File: config.mk
export PLATFORM = sky130hd
export DESIGN_NAME = status_cond_unit
export DESIGN_NICKNAME = d
export VERILOG_FILES = /design/src/rtl/status_cond_unit.sv
export SDC_FILE = /design/constraint.sdc
export NUM_CORES = 1
export LEC_CHECK = 0
export BUFFER_PORTS_ARGS = -buffer_cell sky130_fd_sc_hd__buf_2
export CORE_ASPECT_RATIO = 1.4
export CORE_MARGIN = 2
export CORE_UTILIZATION = 25
export CTS_CLUSTER_SIZE = 30
export DETAILED_ROUTE_END_ITERATION = 6
export PLACE_DENSITY = 0.5
export SYNTH_ARGS = -nofsm -noshare
export SYNTH_HDL_FRONTEND = slang
export SYNTH_SLANG_ARGS = --single-unit
File: constraint.sdc
create_clock -name clk -period 2.7 [get_ports clk]
set_clock_uncertainty 0.05 [all_clocks]
set_input_delay 0.135 -clock clk [delete_from_list [all_inputs] [get_ports clk]]
set_output_delay 0.135 -clock clk [all_outputs]
set_load 0.005 [all_outputs]
File: src/rtl/status_cond_unit.sv
// Condition-flag register for the EX stage plus condition-code evaluation for the ID instruction.
// The EX flag result is forwarded so the next instruction can test it without a bubble.
module status_cond_unit #(
  parameter logic [3:0] FLAG_RESET = 4'b0000
) (
  input  logic       clk,
  input  logic       reset_n,
  input  logic       ex_valid,
  input  logic [3:0] ex_opcode,
  input  logic       ex_s,
  input  logic       ex_is_dp,
  input  logic       alu_n,
  input  logic       alu_z,
  input  logic       alu_c,
  input  logic       alu_v,
  input  logic       shifter_carry,
  input  logic [3:0] id_cond,
  input  logic       stall,
  input  logic       flush,
  output logic [3:0] flags_q,
  output logic       carry_to_alu,
  output logic       cond_pass_ex,
  output logic       cond_pass_id
);

  logic [3:0] flags_d;
  logic [3:0] next_flags;
  logic [3:0] eff_flags;
  logic       cond_pass_ex_q;
  logic       cond_pass_ex_d;
  logic       is_arith;
  logic       is_compare;
  logic       wr;
  logic       f_n, f_z, f_c, f_v;

  // Arithmetic: SUB RSB ADD ADC SBC RSC (0010-0111) and CMP CMN (1010-1011).
  always_comb begin
    is_arith = (ex_opcode[3:1] == 3'b001) || (ex_opcode[3:2] == 2'b01) ||
               (ex_opcode[3:1] == 3'b101);
    is_compare = (ex_opcode[3:2] == 2'b10);
    wr = ex_valid & ex_is_dp & cond_pass_ex_q & (ex_s | is_compare);
  end

  always_comb begin
    next_flags = flags_q;
    if (wr) begin
      if (is_arith) begin
        next_flags = {alu_n, alu_z, alu_c, alu_v};
      end else begin
        next_flags = {alu_n, alu_z, shifter_carry, flags_q[0]};
      end
    end
    eff_flags = wr ? next_flags : flags_q;
    flags_d   = eff_flags;
  end

  always_comb begin
    {f_n, f_z, f_c, f_v} = eff_flags;
    cond_pass_id = 1'b0;
    unique case (id_cond)
      4'b0000: cond_pass_id = f_z;
      4'b0001: cond_pass_id = !f_z;
      4'b0010: cond_pass_id = f_c;
      4'b0011: cond_pass_id = !f_c;
      4'b0100: cond_pass_id = f_n;
      4'b0101: cond_pass_id = !f_n;
      4'b0110: cond_pass_id = f_v;
      4'b0111: cond_pass_id = !f_v;
      4'b1000: cond_pass_id = f_c & !f_z;
      4'b1001: cond_pass_id = !f_c | f_z;
      4'b1010: cond_pass_id = (f_n == f_v);
      4'b1011: cond_pass_id = (f_n != f_v);
      4'b1100: cond_pass_id = !f_z & (f_n == f_v);
      4'b1101: cond_pass_id = f_z | (f_n != f_v);
      4'b1110: cond_pass_id = 1'b1;
      4'b1111: cond_pass_id = 1'b0;
      default: cond_pass_id = 1'b0;
    endcase
  end

  always_comb begin
    cond_pass_ex_d = cond_pass_id;
    if (flush) begin
      cond_pass_ex_d = 1'b0;
    end else if (stall) begin
      cond_pass_ex_d = cond_pass_ex_q;
    end
  end

  always_ff @(posedge clk or negedge reset_n) begin
    if (!reset_n) begin
      flags_q        <= FLAG_RESET;
      cond_pass_ex_q <= 1'b0;
    end else begin
      flags_q        <= flags_d;
      cond_pass_ex_q <= cond_pass_ex_d;
    end
  end

  assign cond_pass_ex = cond_pass_ex_q;
  assign carry_to_alu = flags_q[1];

endmodule

---- Yosys cells after proc, flatten, opt, wreduce, memory -nomap -nowiden ----
Index checks and enable logic that the tools add are counted.
word-level totals
  bits in registers ....................... 5
  output and inout port bits .............. 7
operators by class
  eq/ne operators ......................... 22
  multiplexer cells ....................... 5
  bitwise gates (word level) .............. 8
  reduce and logical (&&, ||, !) cells .... 7
operator list
  operator                                                                 number
  4-bit == test, second input constant                                     8
  4-bit by 3-bit == test with 1-bit output, second input constant          4
  1-bit one-hot mux with 16 select lines                                   1
  4-bit by 2-bit == test with 1-bit output, second input constant          2
  1-bit bitwise AND                                                        5
  4-bit by 1-bit == test with 1-bit output, second input constant          1
  1-bit logical NOT                                                        4
  4-bit logical NOT                                                        1
  4-bit 2-to-1 mux                                                         1
  3-bit by 1-bit == test with 1-bit output, second input constant          1
  3-bit == test, second input constant                                     1
  1-bit OR                                                                 3
  2-bit by 1-bit == test with 1-bit output, second input constant          1
  2-bit == test, second input constant                                     1
  1-bit logical OR                                                         2
  1-bit 2-to-1 mux                                                         2
  2-bit 2-to-1 mux                                                         1
  2-bit by 1-bit inequality test with 1-bit output, second input constant  1
  1-bit == test                                                            1
  1-bit inequality test                                                    1

---- Longest topological paths before layout ----
  depth in word-level cells ............... 10
  gate-level depth with buffers ........... 7

---- Worst setup path after synthesis ----
Ideal clock, no wire load.
  path type ............................... register to register
  from .................................... register cond_pass_ex_q (netlist: cond_pass_ex)
  to ...................................... register cond_pass_ex_q (netlist: cond_pass_ex)
  library setup time ...................... 0.096 ns
  data arrival time ....................... 1.906 ns
  required time ........................... 2.554 ns
  setup slack ............................. 0.648 ns
  cell stages (with the launch flop) ...... 7
  path buffers ............................ 0
  cell sequence ........................... dfrtp_1 and3_1 o21a_1 or3_4 a211o_1 a311o_1 a311oi_2
between the ends
  cells in the longest elaborated chain, start to end .. 8
  elaborated cells between the ends (all ways) .. 16
  classes of those cells .................. eq/ne (2); mux (4); bitwise (6); reduce/logical (4)
ends and longest elaborated chain
  item                                           RTL line  text
  from (decl)                                    29        logic cond_pass_ex_q;
  from (signal assigned)                         96        cond_pass_ex_q <= cond_pass_ex_d;
  1-bit bitwise AND (*) (2 in a row)             41        wr = ex_valid & ex_is_dp & cond_pass_ex_q & (ex_s | is_compare);
  4-bit 2-to-1 mux (*)                           53        eff_flags = wr ? next_flags : flags_q;
  1-bit inequality test (tied with other cells)  72, 74
  1-bit OR (tied with other cells)               74        4'b1101: cond_pass_id = f_z | (f_n != f_v);
  1-bit one-hot mux with 16 select lines (*)     60        unique case (id_cond)
  1-bit 2-to-1 mux (*)                           85        end else if (stall) begin
  1-bit 2-to-1 mux (*)                           83        if (flush) begin
Every way passes the cells marked *; elsewhere a longest branch is shown, timed or not. The select of a mux whose other input is x is not followed.
A chain may end at the register's enable or synchronous reset.

---- Worst setup path in the final report ----
  from .................................... register cond_pass_ex_q (netlist: cond_pass_ex)
  to ...................................... output cond_pass_id
between the ends
  cells in the longest elaborated chain, start to end .. 6
  elaborated cells between the ends (all ways) .. 14
  classes of those cells .................. eq/ne (2); mux (2); bitwise (6); reduce/logical (4)
ends and longest elaborated chain
  item                                           RTL line  text
  1-bit bitwise AND (*) (2 in a row)             41
  4-bit 2-to-1 mux (*)                           53
  1-bit inequality test (tied with other cells)  72, 74
  1-bit OR (tied with other cells)               74
  1-bit one-hot mux with 16 select lines (*)     60
  to (decl)                                      23        output logic cond_pass_id
Every way passes the cells marked *; elsewhere a longest branch is shown, timed or not.

==> metrics <==
GRT Max-Usage Layer=met2; Distinct cells, synth=37; Adder-Cell Fraction of Synth Area=0%; period utilization=93.6%; Slowest-stage cell, CP=dfrtp_1; CP delay by family, top=compound AO/OA/AOI/OAI gates; share of layout cells above drive strength 1=37.9%; core area=0.00215 mm²; HPWL Detailed=1320 µm; Worst Path Buf+Inv=1; clk slew on worst S/H paths=0.04 ns; initial antenna violation count=0; number of global-route vias before repair=599; largest net degree at the start of global routing=11; pins over their slew limit=0; RePlAce Congestion=0.803; Setup CP Type=flop to output port; IO Pins=27; Chip Height=60.0 µm; TritonCTS buffer count=3; Comb power frac=45.7%; CP Capture Type=output port; largest family of logic cells by synthesized area=compound AO/OA/AOI/OAI gates; max-cap viol count=0; routing usage on met1=14.1%; routed len/inst=13.4 µm; CP max FO=4; Critical Path RT=2.52 ns; Via density=5.32; Synth Area in Compound Gates=30.4%; die area=0.00264 mm²; Ys Warns=0; M2 GR Usage=25.6%; final hold violations=0; # setup viols final=0; RSZ-0062 raised after global routing=no; Switching Share=37.1%; synthesized area=561 µm²; grt total ovfl=0; final cell count without fillers=117; hold crit path type=primary input to flop; Final ANT Viol Nets=0; pwr/cell area=493 mW/mm²; status=complete, no violations; slowest stage delay, CP=0.41 ns; Clock power frac=23.5%; post-synthesis sequential area ratio=22.3%; via count=623; sequential share of power=30.8%; Synth Area in Simple Gates=27.0%; Root Buffer=clkbuf_4; Max VDD drop=0.273 mV; P_sw=0.135 mW; leak pwr=0.360 nW; Remaining DRCs=0; Worst-Margin Slew=0.350 ns; Syn Inst Count=68; Avg Cell Area, Syn=8.24 µm²; die width=44.0 µm; TritonCTS clock tree=done; cell-internal power=0.229 mW; Post-Place Cells=112; fmax=0.396 GHz; DRT Pass-1 Iters=4; Seq cells post-synth=5; arrival time worst endpoint=2.34 ns; minimum clock period=2.53 ns; Max H-tree Level=1; first-pass GRT wire length=2630 µm; worst-skew pair later-pin latency=0.24 ns; met3 Use GR=3.93%; number of post-CTS setup repair buffers=0; row count=20; Setup crit start kind=flop; final WL=1570 µm; GRT Total Usage=13.4%; Synth Area in XOR/XNOR=4.69%; crit-path cells=and3_1, o21a_1, or3_4, a211o_1, a311o_1, o311ai_0, buf_2; Initial Util=26.0%; mux cell area share after synthesis=9.38%; slew margin rel.=76.5%; First DRT Iteration DRCs=11; Area growth syn-to-layout=31.5%; Setup Total Neg Slack=0 ns; clk buf depth=2; final layout net count=116; Syn Nets=88; ANT cells=0; I/O Buffers=25; Sink Count=5
## worst paths after layout
kind / from / endpoint / slack (ns) / cells past startpoint
max: cond_pass_ex / cond_pass_id / 0.17 / 7
min: flush / cond_pass_ex / 0.01 / 2
max reg2reg: cond_pass_ex / cond_pass_ex / 0.46 / 6
min reg2reg: flags_q[2] / flags_q[2] / 0.55 / 1
max in group asynchronous: reset_n / flags_q[2] / 2.29 / 2
min in group asynchronous: reset_n / flags_q[3] / 0.18 / 2
## power groups by stage
stage	logic, mW	clock network (mW)	registers [mW]
3_5_place_dp	0.165	0	0.113
3_3_place_gp	0.167	0	0.113
4_1_cts	0.168	0.0890	0.112
2_1_floorplan	0.105	0	0.110
6_report	0.166	0.0853	0.112
5_1_grt	0.187	0.0956	0.113
## per-layer routing
layer	share of wire, %	wire length, µm
met1	39	617
met3	4.7	74
met4	0	0
met2	56	874
met5	0	0
## logic make-up after synthesis
family                    after synthesis
muxes                                   5
xor gates and xnor gates                3
AOI/OAI and AO/OA                      23
buffers and inverters                   8
and+or+nand+nor                        24
DFF                                     5
## through the flow
| stage | util (%) | instance area [µm²] | setup WS, ns | hold WS [ns] | power (mW) |
|---|---|---|---|---|---|
| 4_1_cts | 34.1 | 733 | 0.106 | 0.0120 | 0.368 |
| 3_3_place_gp | 32.4 | 697 | 0.372 | -0.0998 | 0.280 |
| 6_report | 34.2 | 737 | 0.173 | 0.0136 | 0.364 |
| 5_1_grt | 34.2 | 737 | 0.0238 | 0.0111 | 0.395 |
| 2_1_floorplan | - | 561 | 0.648 | -0.211 | 0.216 |
| 3_5_place_dp | 32.4 | 697 | 0.368 | -0.0968 | 0.278 |
## layout make-up
cell class | instances | area [µm²]
Tap cell | 22 | 27.5
Inverter | 5 | 18.8
Multi-Input combinational cell | 55 | 404
Sequential cell | 5 | 125
Clock buffer | 4 | 26.3
Timing Repair Buffer | 26 | 135
Fill cell | 240 | 1420
## timing repair
item / CTS / global route
gates resized for setup: 0 / 1
hold buffers: 1 / 0
hold endpoints to repair: 5 / 0
setup endpoints to repair: 0 / 1
## placed cells by master (no fill, tap or decap), types with 2 or more instances in the layout
cell,netlist,layout
nand3_1,5,5
mux2i_1,3,3
dfrtp_1,5,5
xor2_1,3,3
o211ai_1,2,2
inv_1,5,5
mux2_2,2,2
clkbuf_4,0,3
nand2b_1,2,2
o21ai_0,4,4
nor2_1,3,3
and3_1,2,2
a21oi_1,4,4
buf_2,0,25
nor2b_1,3,3
## flip-flops by register name, summed over array words and instances (netlist names)
register,flops
flags_q,4
cond_pass_ex,1
## synthesized netlist by cell type
cell / instances / area share [%]
dfrtp_1: 5 / 22
inv_1: 5 / 3.3
nand3_1: 5 / 4.5
a21oi_1: 4 / 3.6
o21ai_0: 4 / 3.6
mux2i_1: 3 / 5.4
nor2_1: 3 / 2.0
nor2b_1: 3 / 3.3
xor2_1: 3 / 4.7
and3_1: 2 / 2.2
mux2_2: 2 / 4.0
nand2b_1: 2 / 2.2
o211ai_1: 2 / 2.7
o21ai_1: 2 / 1.8
a2111o_1: 1 / 2.0
a211o_1: 1 / 1.6
a211oi_1: 1 / 1.3
a21boi_0: 1 / 1.3
a311o_1: 1 / 1.8
a311oi_2: 1 / 2.7
a41oi_1: 1 / 1.6
and4b_1: 1 / 1.8
buf_4: 1 / 1.3
clkbuf_1: 1 / 0.67
clkbuf_2: 1 / 0.89
nand2_1: 1 / 0.67
nand2_2: 1 / 1.1
nand2b_4: 1 / 2.5
nand4_1: 1 / 1.1
nor2b_2: 1 / 1.6
nor3_1: 1 / 0.89
o21a_1: 1 / 1.3
o221ai_1: 1 / 1.6
o311ai_0: 1 / 1.6
o41a_1: 1 / 2.0
or3_1: 1 / 1.1
or3_4: 1 / 2.0
Note: power is estimated with default switching activity, not from simulation.
